### config.mk
export PLATFORM = sky130hd
export DESIGN_NAME = udp_cmd_dispatch_flat
export DESIGN_NICKNAME = d
export VERILOG_FILES = /design/src/rtl/udp_cmd_dispatch_if.sv /design/src/rtl/udp_cmd_dispatch.sv /design/src/flat_wrapper.sv
export SDC_FILE = /design/constraint.sdc
export NUM_CORES = 1
export LEC_CHECK = 0
export BUFFER_PORTS_ARGS = -buffer_cell sky130_fd_sc_hd__buf_2
export CORE_ASPECT_RATIO = 1.25
export CORE_MARGIN = 2
export CORE_UTILIZATION = 58
export CTS_BUF_LIST = sky130_fd_sc_hd__clkbuf_4 sky130_fd_sc_hd__clkbuf_8
export DETAILED_ROUTE_END_ITERATION = 12
export PLACE_DENSITY = 0.88
export SYNTH_ARGS = -nofsm -noshare
export SYNTH_HDL_FRONTEND = slang
export SYNTH_SLANG_ARGS = --single-unit
### constraint.sdc
create_clock -name i_sys_clk -period 4.22 [get_ports i_sys_clk]
set_input_delay 0.211 -clock i_sys_clk [delete_from_list [all_inputs] [get_ports i_sys_clk]]
set_output_delay 0.211 -clock i_sys_clk [all_outputs]
set_load 0.01 [all_outputs]
### src/rtl/udp_cmd_dispatch_if.sv
// Request, command-bus, MIB and response signals of udp_cmd_dispatch.
// The slave modport is the dispatcher; master is the surrounding logic.
interface udp_cmd_dispatch_if;
    logic        i_req_valid;
    logic        o_req_ready;
    logic [31:0] i_req_seq;
    logic [7:0]  i_req_msg_id;
    logic [31:0] i_req_addr;
    logic [31:0] i_req_data;

    logic        o_cmd_sel;
    logic        o_cmd_rd_wr_n;
    logic [19:0] o_cmd_addr;
    logic [31:0] o_cmd_wr_data;
    logic        i_cmd_ack;
    logic [31:0] i_cmd_rd_data;

    logic        o_mib_start;
    logic        o_mib_rd_wr_n;
    logic [23:0] o_mib_addr;
    logic [31:0] o_mib_wr_data;
    logic        i_mib_ack;
    logic [31:0] i_mib_rd_data;

    logic        o_rsp_valid;
    logic [31:0] o_rsp_seq;
    logic [7:0]  o_rsp_msg_id;
    logic [31:0] o_rsp_data;
    logic        i_rsp_ready;

    logic [15:0] o_timeout_cnt;

    modport slave (
        input  i_req_valid, i_req_seq, i_req_msg_id, i_req_addr, i_req_data,
        output o_req_ready,
        output o_cmd_sel, o_cmd_rd_wr_n, o_cmd_addr, o_cmd_wr_data,
        input  i_cmd_ack, i_cmd_rd_data,
        output o_mib_start, o_mib_rd_wr_n, o_mib_addr, o_mib_wr_data,
        input  i_mib_ack, i_mib_rd_data,
        output o_rsp_valid, o_rsp_seq, o_rsp_msg_id, o_rsp_data,
        input  i_rsp_ready,
        output o_timeout_cnt
    );

    modport master (
        output i_req_valid, i_req_seq, i_req_msg_id, i_req_addr, i_req_data,
        input  o_req_ready,
        input  o_cmd_sel, o_cmd_rd_wr_n, o_cmd_addr, o_cmd_wr_data,
        output i_cmd_ack, i_cmd_rd_data,
        input  o_mib_start, o_mib_rd_wr_n, o_mib_addr, o_mib_wr_data,
        output i_mib_ack, i_mib_rd_data,
        input  o_rsp_valid, o_rsp_seq, o_rsp_msg_id, o_rsp_data,
        output i_rsp_ready,
        input  o_timeout_cnt
    );
endinterface

### src/rtl/udp_cmd_dispatch.sv
// UDP command dispatcher: one request at a time, routed to the local
// command bus or the MIB, with ack timeouts and a saturating error count.
module udp_cmd_dispatch #(
    parameter int CMD_TO_CLKS = 16,
    parameter int MIB_TO_CLKS = 32
) (
    input  logic              i_sys_clk,
    input  logic              i_sys_arst_n,
    udp_cmd_dispatch_if.slave bus
);
    localparam logic [15:0] CMD_TO  = 16'(CMD_TO_CLKS);
    localparam logic [15:0] MIB_TO  = 16'(MIB_TO_CLKS);
    localparam logic [7:0]  MSG_WR  = 8'h00;
    localparam logic [7:0]  MSG_RD  = 8'h01;
    localparam logic [7:0]  RSP_OK  = 8'hF0;
    localparam logic [7:0]  RSP_ERR = 8'hF1;
    localparam logic [7:0]  RSP_BAD = 8'hFF;

    typedef enum logic [2:0] {
        IDLE, DECODE, CMD_WAIT, MIB_WAIT, RESP
    } state_t;

    state_t      state;
    logic        req_ready;
    logic [31:0] seq_q;
    logic [7:0]  msg_q;
    logic [25:0] addr_q;
    logic [31:0] data_q;
    logic        cmd_sel;
    logic        cmd_rd_wr_n;
    logic [19:0] cmd_addr;
    logic [31:0] cmd_wr_data;
    logic        mib_start;
    logic        mib_rd_wr_n;
    logic [23:0] mib_addr;
    logic [31:0] mib_wr_data;
    logic        rsp_valid;
    logic [31:0] rsp_seq;
    logic [7:0]  rsp_msg_id;
    logic [31:0] rsp_data;
    logic [15:0] wait_cnt;
    logic [15:0] timeout_cnt;

    logic        is_rd;
    logic        msg_ok;
    logic        go_cmd;
    logic        go_mib;
    logic [15:0] wait_nxt;
    logic [15:0] to_inc;

    assign is_rd    = (msg_q == MSG_RD);
    assign msg_ok   = (msg_q == MSG_WR) || is_rd;
    assign go_cmd   = msg_ok && (addr_q[25:24] == 2'b00);
    assign go_mib   = msg_ok && (addr_q[25:24] == 2'b01);
    assign wait_nxt = wait_cnt + 16'd1;
    assign to_inc   = (timeout_cnt == 16'hFFFF) ? timeout_cnt
                                                : timeout_cnt + 16'd1;

    assign bus.o_req_ready   = req_ready;
    assign bus.o_cmd_sel     = cmd_sel;
    assign bus.o_cmd_rd_wr_n = cmd_rd_wr_n;
    assign bus.o_cmd_addr    = cmd_addr;
    assign bus.o_cmd_wr_data = cmd_wr_data;
    assign bus.o_mib_start   = mib_start;
    assign bus.o_mib_rd_wr_n = mib_rd_wr_n;
    assign bus.o_mib_addr    = mib_addr;
    assign bus.o_mib_wr_data = mib_wr_data;
    assign bus.o_rsp_valid   = rsp_valid;
    assign bus.o_rsp_seq     = rsp_seq;
    assign bus.o_rsp_msg_id  = rsp_msg_id;
    assign bus.o_rsp_data    = rsp_data;
    assign bus.o_timeout_cnt = timeout_cnt;

    // Dispatch FSM; every output is a register updated here.
    always_ff @(posedge i_sys_clk or negedge i_sys_arst_n) begin
        if (!i_sys_arst_n) begin
            state       <= IDLE;
            req_ready   <= 1'b0;
            seq_q       <= '0;
            msg_q       <= '0;
            addr_q      <= '0;
            data_q      <= '0;
            cmd_sel     <= 1'b0;
            cmd_rd_wr_n <= 1'b0;
            cmd_addr    <= '0;
            cmd_wr_data <= '0;
            mib_start   <= 1'b0;
            mib_rd_wr_n <= 1'b0;
            mib_addr    <= '0;
            mib_wr_data <= '0;
            rsp_valid   <= 1'b0;
            rsp_seq     <= '0;
            rsp_msg_id  <= '0;
            rsp_data    <= '0;
            wait_cnt    <= '0;
            timeout_cnt <= '0;
        end else begin
            cmd_sel   <= 1'b0;
            mib_start <= 1'b0;
            unique case (state)
                IDLE: begin
                    req_ready <= 1'b1;
                    if (req_ready && bus.i_req_valid) begin
                        req_ready <= 1'b0;
                        seq_q     <= bus.i_req_seq;
                        msg_q     <= bus.i_req_msg_id;
                        addr_q    <= bus.i_req_addr[25:0];
                        data_q    <= bus.i_req_data;
                        state     <= DECODE;
                    end
                end
                DECODE: begin
                    wait_cnt <= '0;
                    unique case (1'b1)
                        go_cmd: begin
                            cmd_sel     <= 1'b1;
                            cmd_rd_wr_n <= is_rd;
                            cmd_addr    <= addr_q[19:0];
                            cmd_wr_data <= data_q;
                            state       <= CMD_WAIT;
                        end
                        go_mib: begin
                            mib_start   <= 1'b1;
                            mib_rd_wr_n <= is_rd;
                            mib_addr    <= addr_q[23:0];
                            mib_wr_data <= data_q;
                            state       <= MIB_WAIT;
                        end
                        default: begin
                            rsp_valid  <= 1'b1;
                            rsp_seq    <= seq_q;
                            rsp_msg_id <= msg_ok ? RSP_ERR : RSP_BAD;
                            rsp_data   <= '0;
                            state      <= RESP;
                        end
                    endcase
                end
                CMD_WAIT: begin
                    wait_cnt <= wait_nxt;
                    if (bus.i_cmd_ack) begin
                        rsp_valid  <= 1'b1;
                        rsp_seq    <= seq_q;
                        rsp_msg_id <= RSP_OK;
                        rsp_data   <= is_rd ? bus.i_cmd_rd_data : '0;
                        state      <= RESP;
                    end else if (wait_nxt == CMD_TO) begin
                        rsp_valid   <= 1'b1;
                        rsp_seq     <= seq_q;
                        rsp_msg_id  <= RSP_ERR;
                        rsp_data    <= '0;
                        timeout_cnt <= to_inc;
                        state       <= RESP;
                    end
                end
                MIB_WAIT: begin
                    wait_cnt <= wait_nxt;
                    if (bus.i_mib_ack) begin
                        rsp_valid  <= 1'b1;
                        rsp_seq    <= seq_q;
                        rsp_msg_id <= RSP_OK;
                        rsp_data   <= is_rd ? bus.i_mib_rd_data : '0;
                        state      <= RESP;
                    end else if (wait_nxt == MIB_TO) begin
                        rsp_valid   <= 1'b1;
                        rsp_seq     <= seq_q;
                        rsp_msg_id  <= RSP_ERR;
                        rsp_data    <= '0;
                        timeout_cnt <= to_inc;
                        state       <= RESP;
                    end
                end
                RESP: begin
                    if (bus.i_rsp_ready) begin
                        rsp_valid <= 1'b0;
                        req_ready <= 1'b1;
                        state     <= IDLE;
                    end
                end
                default: state <= IDLE;
            endcase
        end
    end
endmodule

### src/flat_wrapper.sv
// flat-port wrapper written by rule: the top's interface ports become plain ports
module udp_cmd_dispatch_flat 
#(
    parameter int CMD_TO_CLKS = 16,
    parameter int MIB_TO_CLKS = 32
)
  (i_sys_clk, i_sys_arst_n, bus_i_req_valid, bus_i_req_seq, bus_i_req_msg_id, bus_i_req_addr, bus_i_req_data, bus_o_req_ready, bus_o_cmd_sel, bus_o_cmd_rd_wr_n, bus_o_cmd_addr, bus_o_cmd_wr_data, bus_i_cmd_ack, bus_i_cmd_rd_data, bus_o_mib_start, bus_o_mib_rd_wr_n, bus_o_mib_addr, bus_o_mib_wr_data, bus_i_mib_ack, bus_i_mib_rd_data, bus_o_rsp_valid, bus_o_rsp_seq, bus_o_rsp_msg_id, bus_o_rsp_data, bus_i_rsp_ready, bus_o_timeout_cnt);
  udp_cmd_dispatch_if bus_i ();
  input  logic i_sys_clk;
  input  logic i_sys_arst_n;
  input wire logic [$bits(bus_i.i_req_valid)-1:0] bus_i_req_valid;
  input wire logic [$bits(bus_i.i_req_seq)-1:0] bus_i_req_seq;
  input wire logic [$bits(bus_i.i_req_msg_id)-1:0] bus_i_req_msg_id;
  input wire logic [$bits(bus_i.i_req_addr)-1:0] bus_i_req_addr;
  input wire logic [$bits(bus_i.i_req_data)-1:0] bus_i_req_data;
  output wire logic [$bits(bus_i.o_req_ready)-1:0] bus_o_req_ready;
  output wire logic [$bits(bus_i.o_cmd_sel)-1:0] bus_o_cmd_sel;
  output wire logic [$bits(bus_i.o_cmd_rd_wr_n)-1:0] bus_o_cmd_rd_wr_n;
  output wire logic [$bits(bus_i.o_cmd_addr)-1:0] bus_o_cmd_addr;
  output wire logic [$bits(bus_i.o_cmd_wr_data)-1:0] bus_o_cmd_wr_data;
  input wire logic [$bits(bus_i.i_cmd_ack)-1:0] bus_i_cmd_ack;
  input wire logic [$bits(bus_i.i_cmd_rd_data)-1:0] bus_i_cmd_rd_data;
  output wire logic [$bits(bus_i.o_mib_start)-1:0] bus_o_mib_start;
  output wire logic [$bits(bus_i.o_mib_rd_wr_n)-1:0] bus_o_mib_rd_wr_n;
  output wire logic [$bits(bus_i.o_mib_addr)-1:0] bus_o_mib_addr;
  output wire logic [$bits(bus_i.o_mib_wr_data)-1:0] bus_o_mib_wr_data;
  input wire logic [$bits(bus_i.i_mib_ack)-1:0] bus_i_mib_ack;
  input wire logic [$bits(bus_i.i_mib_rd_data)-1:0] bus_i_mib_rd_data;
  output wire logic [$bits(bus_i.o_rsp_valid)-1:0] bus_o_rsp_valid;
  output wire logic [$bits(bus_i.o_rsp_seq)-1:0] bus_o_rsp_seq;
  output wire logic [$bits(bus_i.o_rsp_msg_id)-1:0] bus_o_rsp_msg_id;
  output wire logic [$bits(bus_i.o_rsp_data)-1:0] bus_o_rsp_data;
  input wire logic [$bits(bus_i.i_rsp_ready)-1:0] bus_i_rsp_ready;
  output wire logic [$bits(bus_i.o_timeout_cnt)-1:0] bus_o_timeout_cnt;
  assign bus_i.i_req_valid = bus_i_req_valid;
  assign bus_i.i_req_seq = bus_i_req_seq;
  assign bus_i.i_req_msg_id = bus_i_req_msg_id;
  assign bus_i.i_req_addr = bus_i_req_addr;
  assign bus_i.i_req_data = bus_i_req_data;
  assign bus_o_req_ready = bus_i.o_req_ready;
  assign bus_o_cmd_sel = bus_i.o_cmd_sel;
  assign bus_o_cmd_rd_wr_n = bus_i.o_cmd_rd_wr_n;
  assign bus_o_cmd_addr = bus_i.o_cmd_addr;
  assign bus_o_cmd_wr_data = bus_i.o_cmd_wr_data;
  assign bus_i.i_cmd_ack = bus_i_cmd_ack;
  assign bus_i.i_cmd_rd_data = bus_i_cmd_rd_data;
  assign bus_o_mib_start = bus_i.o_mib_start;
  assign bus_o_mib_rd_wr_n = bus_i.o_mib_rd_wr_n;
  assign bus_o_mib_addr = bus_i.o_mib_addr;
  assign bus_o_mib_wr_data = bus_i.o_mib_wr_data;
  assign bus_i.i_mib_ack = bus_i_mib_ack;
  assign bus_i.i_mib_rd_data = bus_i_mib_rd_data;
  assign bus_o_rsp_valid = bus_i.o_rsp_valid;
  assign bus_o_rsp_seq = bus_i.o_rsp_seq;
  assign bus_o_rsp_msg_id = bus_i.o_rsp_msg_id;
  assign bus_o_rsp_data = bus_i.o_rsp_data;
  assign bus_i.i_rsp_ready = bus_i_rsp_ready;
  assign bus_o_timeout_cnt = bus_i.o_timeout_cnt;
  udp_cmd_dispatch #(.CMD_TO_CLKS(CMD_TO_CLKS), .MIB_TO_CLKS(MIB_TO_CLKS)) u_core (.i_sys_clk(i_sys_clk), .i_sys_arst_n(i_sys_arst_n), .bus(bus_i));
endmodule
== Word-level counts from Yosys, hierarchy flattened ==
Cells that the tools add are included.
Operators by class
  mux-type cells: 50
  reduce and logical (&&, ||, !) cells: 22
  equal/unequal tests: 18
  add/sub/neg operators: 2
Operators with widths (count)
  $mux W32: 12
  $pmux W32 S3: 2
  $mux W16: 5
  $pmux W16 S2: 2
  $mux W8: 5
  $add A16 B1 Y16 const B: 2
  $pmux W8 S3: 1
  $mux W3: 6
  $eq A16 B16 Y1 const B: 1
  $eq A16 B5 Y1 const B: 1
  $eq A16 B6 Y1 const B: 1
  $pmux W3 S5: 1
  $mux W1: 12
  $reduce_and A5 Y1: 2
  $eq A8 B1 Y1 const B: 1
  $logic_not A8 Y1: 1
  $ne A2 B2 Y1 const B: 4
  $reduce_and A2 Y1: 4
  $reduce_and A4 Y1: 2
  $eq A3 B2 Y1 const B: 2
  $ne A2 B1 Y1 const B: 3
  $ne A3 B2 Y1 const B: 2
  $pmux W3 S2: 1
  $reduce_bool A2 Y1: 3
  13 further kinds: 16
Storage, ports and cells
  flip-flop bits (word level): 319
  input bits: 174
  output and inout port bits: 202

== Depth between registers and ports, before layout ==
  depth in word-level cells: 6
  mapped depth: 12
  gate-level depth less buffers: 9

== Least setup slack after synthesis ==
OpenSTA, ideal clock, no wires.
  path kind: register -> register
  start: register u_core.wait_cnt[1]
  end: register u_core.rsp_seq[10] (netlist: u_core.bus.o_rsp_seq[10])
  arrival: 2.498 ns
  library setup time: 0.125 ns
  period minus slack after synthesis: 2.623 ns
  stages on the path, launching flop included: 12
  slack: 1.597 ns
  path buffers: 2
  cell sequence: dfrtp_1 -> ha_1 -> buf_2 -> and4_1 -> or3b_1 -> a32oi_1 -> a221oi_2 -> nand3_2 -> nand3b_2 -> nand2_2 -> buf_6 -> mux2_4
Between the ends
  longest elaborated chain between the ends: 4
Ends and longest elaborated chain
  start, declared: RTL line udp_cmd_dispatch.sv:41  | logic [15:0] wait_cnt;
  start signal, assigned: RTL line udp_cmd_dispatch.sv:139  | wait_cnt <= wait_nxt;
  start signal, assigned: RTL line udp_cmd_dispatch.sv:156  | wait_cnt <= wait_nxt;
  $add A16 B1 Y16 (*): RTL line udp_cmd_dispatch.sv:55  | assign wait_nxt = wait_cnt + 16'd1;
  $eq A16 B6 Y1 or $eq A16 B5 Y1 (tied branches): RTL line udp_cmd_dispatch.sv:163, udp_cmd_dispatch.sv:146
  $ne A3 B2 Y1 (no source line)
  $reduce_and A4 Y1 (no source line) (*)
  end signal, assigned: RTL line udp_cmd_dispatch.sv:148  | rsp_seq <= seq_q;
  end signal, assigned: RTL line udp_cmd_dispatch.sv:159  | rsp_seq <= seq_q;
  end signal, assigned: RTL line udp_cmd_dispatch.sv:165  | rsp_seq <= seq_q;
  end, declared: RTL line udp_cmd_dispatch.sv:38  | logic [31:0] rsp_seq;
Every way passes the cells marked *; elsewhere a longest branch is shown, timed or not.
A chain may end at the register's enable or synchronous reset.

== Worst setup path after layout ==
  start: register u_core.msg_q[5]
  end: register u_core.mib_addr[13] (netlist: u_core.bus.o_mib_addr[13])
Between the ends
  longest elaborated chain between the ends: 4
Ends and longest elaborated chain
  start, declared: RTL line udp_cmd_dispatch.sv:26  | logic [7:0] msg_q;
  start signal, assigned: RTL line udp_cmd_dispatch.sv:106  | msg_q <= bus.i_req_msg_id;
  $eq A8 B1 Y1 or $logic_not A8 Y1 (tied branches): RTL line udp_cmd_dispatch.sv:51, udp_cmd_dispatch.sv:52
  $logic_or A1 B1 Y1 (*): RTL line udp_cmd_dispatch.sv:52  | assign msg_ok = (msg_q == MSG_WR) || is_rd;
  $logic_and A1 B1 Y1 (*): RTL line udp_cmd_dispatch.sv:54  | assign go_mib = msg_ok && (addr_q[25:24] == 2'b01);
  $reduce_and A2 Y1 (no source line) (*)
  end signal, assigned: RTL line udp_cmd_dispatch.sv:125  | mib_addr <= addr_q[23:0];
  end, declared: RTL line udp_cmd_dispatch.sv:35  | logic [23:0] mib_addr;
Marks and branches as above.

==> results list <==
- The flow ran to the end, but the final reports show violations.
* Violated checks: negative hold slack
- Number of iterations in the first detailed-routing pass: 5
- Number of antenna violations at the first check in global routing: 1
- Largest fanout on the critical path: 27
- Clock Power Share: 28.1%
* IO Count: 376
- Setup tns final: 0 ns
- The number of global-route vias before repair was 11646.
- The total count of hold-check failures in the final report was 1.
- Highest Clock Rate: around 280 MHz
* Required @ worst endpoint: 4.71 ns
- P&R area growth vs syn: 34.93%
* Worst IR Drop VDD: roughly 0.43 mV
* DRC errors left: 0
* Detailed-routed wire length on met3: 3.623 mm
* DR vias: 10832
- At the end of the flow the core is filled with cells to roughly four fifths.
- Full die area: 0.02363 mm2
- The region available for standard cell placement spans 0.02213 mm2.
- Antenna violation net count after detailed routing: 0
- The first global-routing pass estimated approximately 62 mm of wire.
- Along the worst hold path, the cell count comes to 3.
* Synthesized flop and latch total: 314
- Vias per Instance: between 5 and 6
- Power Density: 542.8 mW/mm2
* Number of setup buffers added after CTS: 0
* Starting density of the core: 58.72%
- The final number of max-transition violations came to 0.
- Nets: roughly 1700
- For this run, the leading register cell type out of synthesis is sky130_fd_sc_hd__dfrtp_1.
- Total length of routed wires: 41.63 mm
- Unrepaired setup endpoints after global routing: false
- The later pin in the worst-skew pair is clocked with a latency of around 0.56 ns.
- Endpoint class of the critical path: flip-flop
* End point of the most critical hold path: u_core.bus.o_rsp_data[2]
- Number of non-filler instances in the completed layout: 1866
- The post-route netlist has 42.72% of its cells at a drive strength greater than 1.
- For flop-to-flop paths, the worst setup slack is roughly 0.69 ns.
* Root Buffer: sky130_fd_sc_hd__clkbuf_8
* Portion of total power attributed to combinational logic: 25.4%
- Summing every instance area after synthesis gives 0.01300 mm2.
- In the synthesized netlist the async set-or-reset flop fraction comes to 100.0%.
- Row generation in the floorplan step produced 61 rows.
- Synthesized Nets: 1196
- Critical path class: flip-flop to flip-flop
* Routability congestion estimate from global placement: ~0.84
- Height of the die: 171.4 um
- The number of placed instances, taps included, is 1622.
- Switch share: 30.65%
- Syn avg cell area: 12.74 um2
* Aggregate global-route resource usage: 34.53%
* DR WL/cell: about 22 um
- Highest metal layer used by the detailed router: met4
- Post-route total power: 0.009518 W
- Pin count of the biggest net entering global routing: 143
- Switching Power: 0.002917 W
* Wire length on met2: 20.92 mm
- Starting DRC count in detailed routing: 758
- Number of buffers inserted during clock tree synthesis: 47
- Synthesized instance count: between 1000 and 1500
* Actual slew at the worst max-slew pin: 1.287 ns
- Chip Width: 137.9 um
- # clock sinks: 314
- Length in cells of the worst reg-to-reg path: 9
- CTS clock-pin slew for the worst setup and hold paths: 0.07 ns
* Worst EP arrival: 4.02 ns
* Count of buffers from port buffering: about 370
- The worst setup path is launched from a flip-flop.
- Headroom to the max-slew limit came out at around 14%.
* Clock tree from TritonCTS: done
- Across the run, the number of max-cap violations was 0.
- Final global-route overflow total: 0
- Setup violators final: 0
- The routed design could run at a clock period as short as 3.527 ns.
- For this run, the register share of the synthesized area comes to approximately 60%.
- Yosys mapped a number of flops with a built-in enable equal to 0.
* Largest clock skew in the final design: between 0.02 and 0.03 ns
- M1 wire length: ~14 mm
- Cell variety after synth: 60
- The startpoint identified for the worst register-to-register timing path is u_core.msg_q[5].
- Yosys printed 0 warnings.
- Pint: around 0.0066 W
* Post-Route Hold Slack: -0.001139 ns
- After legalization and detailed placement, the total HPWL measured 22.31 mm.
- Sequential cells burn 46.5% of the power.
* Final clock period utilization by the worst path: 83.57%
- For this design the static power due to leakage is 8.848 nW.
* Destination of the worst register-to-register timing path: u_core.bus.o_mib_addr[13]
* Worst min-delay path category: input port to flip-flop
- In this run the most critical hold path is launched from bus_i_cmd_rd_data[2].
- H-tree lvl count: 2
- The clock passes through at most 3 buffers.
[synth_stat cells, types with 3 or more instances]
cell type | n | share of area [%]
sky130_fd_sc_hd__nor2_1 | 19 | 0.55
sky130_fd_sc_hd__mux2_2 | 153 | 13
sky130_fd_sc_hd__or3_1 | 3 | 0.14
sky130_fd_sc_hd__buf_4 | 10 | 0.58
sky130_fd_sc_hd__nor2b_1 | 5 | 0.24
sky130_fd_sc_hd__mux2_4 | 30 | 3.5
sky130_fd_sc_hd__nand3_1 | 19 | 0.73
sky130_fd_sc_hd__o31ai_1 | 3 | 0.17
sky130_fd_sc_hd__buf_6 | 13 | 1.1
sky130_fd_sc_hd__a21oi_1 | 13 | 0.50
sky130_fd_sc_hd__o21ai_2 | 3 | 0.20
sky130_fd_sc_hd__inv_1 | 3 | 0.087
sky130_fd_sc_hd__nand2_1 | 196 | 5.7
sky130_fd_sc_hd__o21ai_0 | 27 | 1.0
sky130_fd_sc_hd__dfrtp_1 | 314 | 60
sky130_fd_sc_hd__nor3b_1 | 4 | 0.23
sky130_fd_sc_hd__o2bb2ai_1 | 32 | 2.2
sky130_fd_sc_hd__xnor2_1 | 14 | 0.94
sky130_fd_sc_hd__and3_1 | 11 | 0.53
sky130_fd_sc_hd__xor2_1 | 4 | 0.27
sky130_fd_sc_hd__nand2b_1 | 8 | 0.39
sky130_fd_sc_hd__buf_2 | 13 | 0.50
sky130_fd_sc_hd__a31oi_1 | 5 | 0.24
sky130_fd_sc_hd__nand4_1 | 10 | 0.48
sky130_fd_sc_hd__and2_1 | 5 | 0.24
sky130_fd_sc_hd__a22oi_1 | 32 | 1.8
sky130_fd_sc_hd__clkbuf_1 | 30 | 0.87
[logic make-up (layout without fill, tap and decap cells)]
logic type	Yosys count	after routing	share of synthesized area [%]
AO/OA/AOI/OAI	130	130	7.327
XOR/XNOR	18	18	1.213
adder cells (fa/ha/maj)	2	2	0.1925
buffers and inverters	71	631	3.215
flip-flops	314	314	60.46
multiplexers	185	185	16.90
other	0	3	0
AND/OR/NAND/NOR	300	300	10.70
[routing by layer]
layer | up-vias | GRT usage, %
met3 | 204 | 10.64
met2 | 633 | 58.70
met4 | 0 | 22.36
li1 | 4605 | -
met1 | 5390 | 36.86
met5 | - | 0.6667
[critical path, cell delays in order, from the launching register on]
cell and delay (ns):
sky130_fd_sc_hd__dfrtp_1 0.46, sky130_fd_sc_hd__or4_1 0.62, sky130_fd_sc_hd__nor4_4 0.34, sky130_fd_sc_hd__nand2b_1 0.13, sky130_fd_sc_hd__nor3b_1 0.62, sky130_fd_sc_hd__nand2_2 0.12, sky130_fd_sc_hd__inv_2 0.54, sky130_fd_sc_hd__buf_4 0.37
sky130_fd_sc_hd__nand2_1 0.13, sky130_fd_sc_hd__nand2_1 0.11
[area by class of cell]
class,count,area (um2)
diodes,3,7.507
clock buffers,77,934.6
clock inverters,10,85.08
fillers,1150,4598
inverters,4,15.01
multi-input cells,635,4743
flip-flops and latches,314,7858
well taps,283,354.1
repair buffers,540,3538
[per-stage QoR]
| step | hold WS (ns) | worst slack [ns] | instance area [um2] |
|---|---|---|---|
| finish | -0.001139 | 0.6933 | 17540 |
| global placement | 0.4067 | 0.8854 | 14970 |
| global route | 0.005496 | 0.5616 | 17530 |
| CTS | 0.0008798 | 0.8107 | 17530 |
| detailed placement | 0.4197 | 0.8333 | 14970 |
| floorplan | -0.08459 | 1.597 | 13000 |
[cells in the final DEF, fill, tap and decap left out, types with 5 or more instances in the layout]
cell                              n
sky130_fd_sc_hd__nand2b_1         8
sky130_fd_sc_hd__nand2_1        195
sky130_fd_sc_hd__buf_4           16
sky130_fd_sc_hd__clkbuf_4        20
sky130_fd_sc_hd__o2bb2ai_1       32
sky130_fd_sc_hd__dfrtp_1        314
sky130_fd_sc_hd__o21ai_0         27
sky130_fd_sc_hd__nor2_1          18
sky130_fd_sc_hd__clkbuf_8        57
sky130_fd_sc_hd__and2_1           5
sky130_fd_sc_hd__xnor2_1         14
sky130_fd_sc_hd__nand4_1         10
sky130_fd_sc_hd__mux2_4          30
sky130_fd_sc_hd__a21oi_1         13
sky130_fd_sc_hd__a31oi_1          5
sky130_fd_sc_hd__buf_2          368
sky130_fd_sc_hd__clkinv_2         5
sky130_fd_sc_hd__mux2_2         153
sky130_fd_sc_hd__nand3_1         19
sky130_fd_sc_hd__dlygate4sd3_1  154
sky130_fd_sc_hd__and3_1          11
sky130_fd_sc_hd__a22oi_1         32
[state kept, by name, indices dropped and copies added (netlist names), 8 cells and up]
name and flops:
u_core.bus.o_cmd_addr 20, u_core.bus.o_rsp_seq 32, u_core.data_q 32, u_core.bus.o_mib_wr_data 32, u_core.bus.o_rsp_data 32, u_core.addr_q 26
u_core.msg_q 8, u_core.bus.o_mib_addr 24, u_core.wait_cnt 16, u_core.bus.o_timeout_cnt 16, u_core.bus.o_cmd_wr_data 32, u_core.seq_q 32
[power groups by stage]
stage | logic (W) | registers [W] | clock network (W)
after floorplan | 0.00141 | 0.00438 | 0
after CTS | 0.00234 | 0.00434 | 0.00264
after global routing | 0.00256 | 0.00449 | 0.00283
final | 0.00242 | 0.00443 | 0.00267
after detailed placement | 0.00223 | 0.00438 | 0
after global placement | 0.00214 | 0.00430 | 0
[worst max path at each step]
stage                                      end  cells after the start               start
finish               u_core.bus.o_mib_addr[13]                      9     u_core.msg_q[5]
global placement    u_core.bus.o_rsp_msg_id[3]                     10  u_core.wait_cnt[0]
global route         u_core.bus.o_mib_addr[13]                      9     u_core.msg_q[5]
detailed placement    u_core.bus.o_rsp_seq[21]                     10  u_core.wait_cnt[0]
CTS                   u_core.bus.o_rsp_seq[21]                     10  u_core.wait_cnt[0]
floorplan             u_core.bus.o_rsp_seq[10]                     11  u_core.wait_cnt[1]
[repair_timing]
| item | 4_1_cts | 5_1_grt |
|---|---|---|
| endpoints found under the hold margin | 265 | 0 |
| resized for setup | 0 | 0 |
| hold buffers | 154 | 0 |
(Power assumes the default switching activity.)
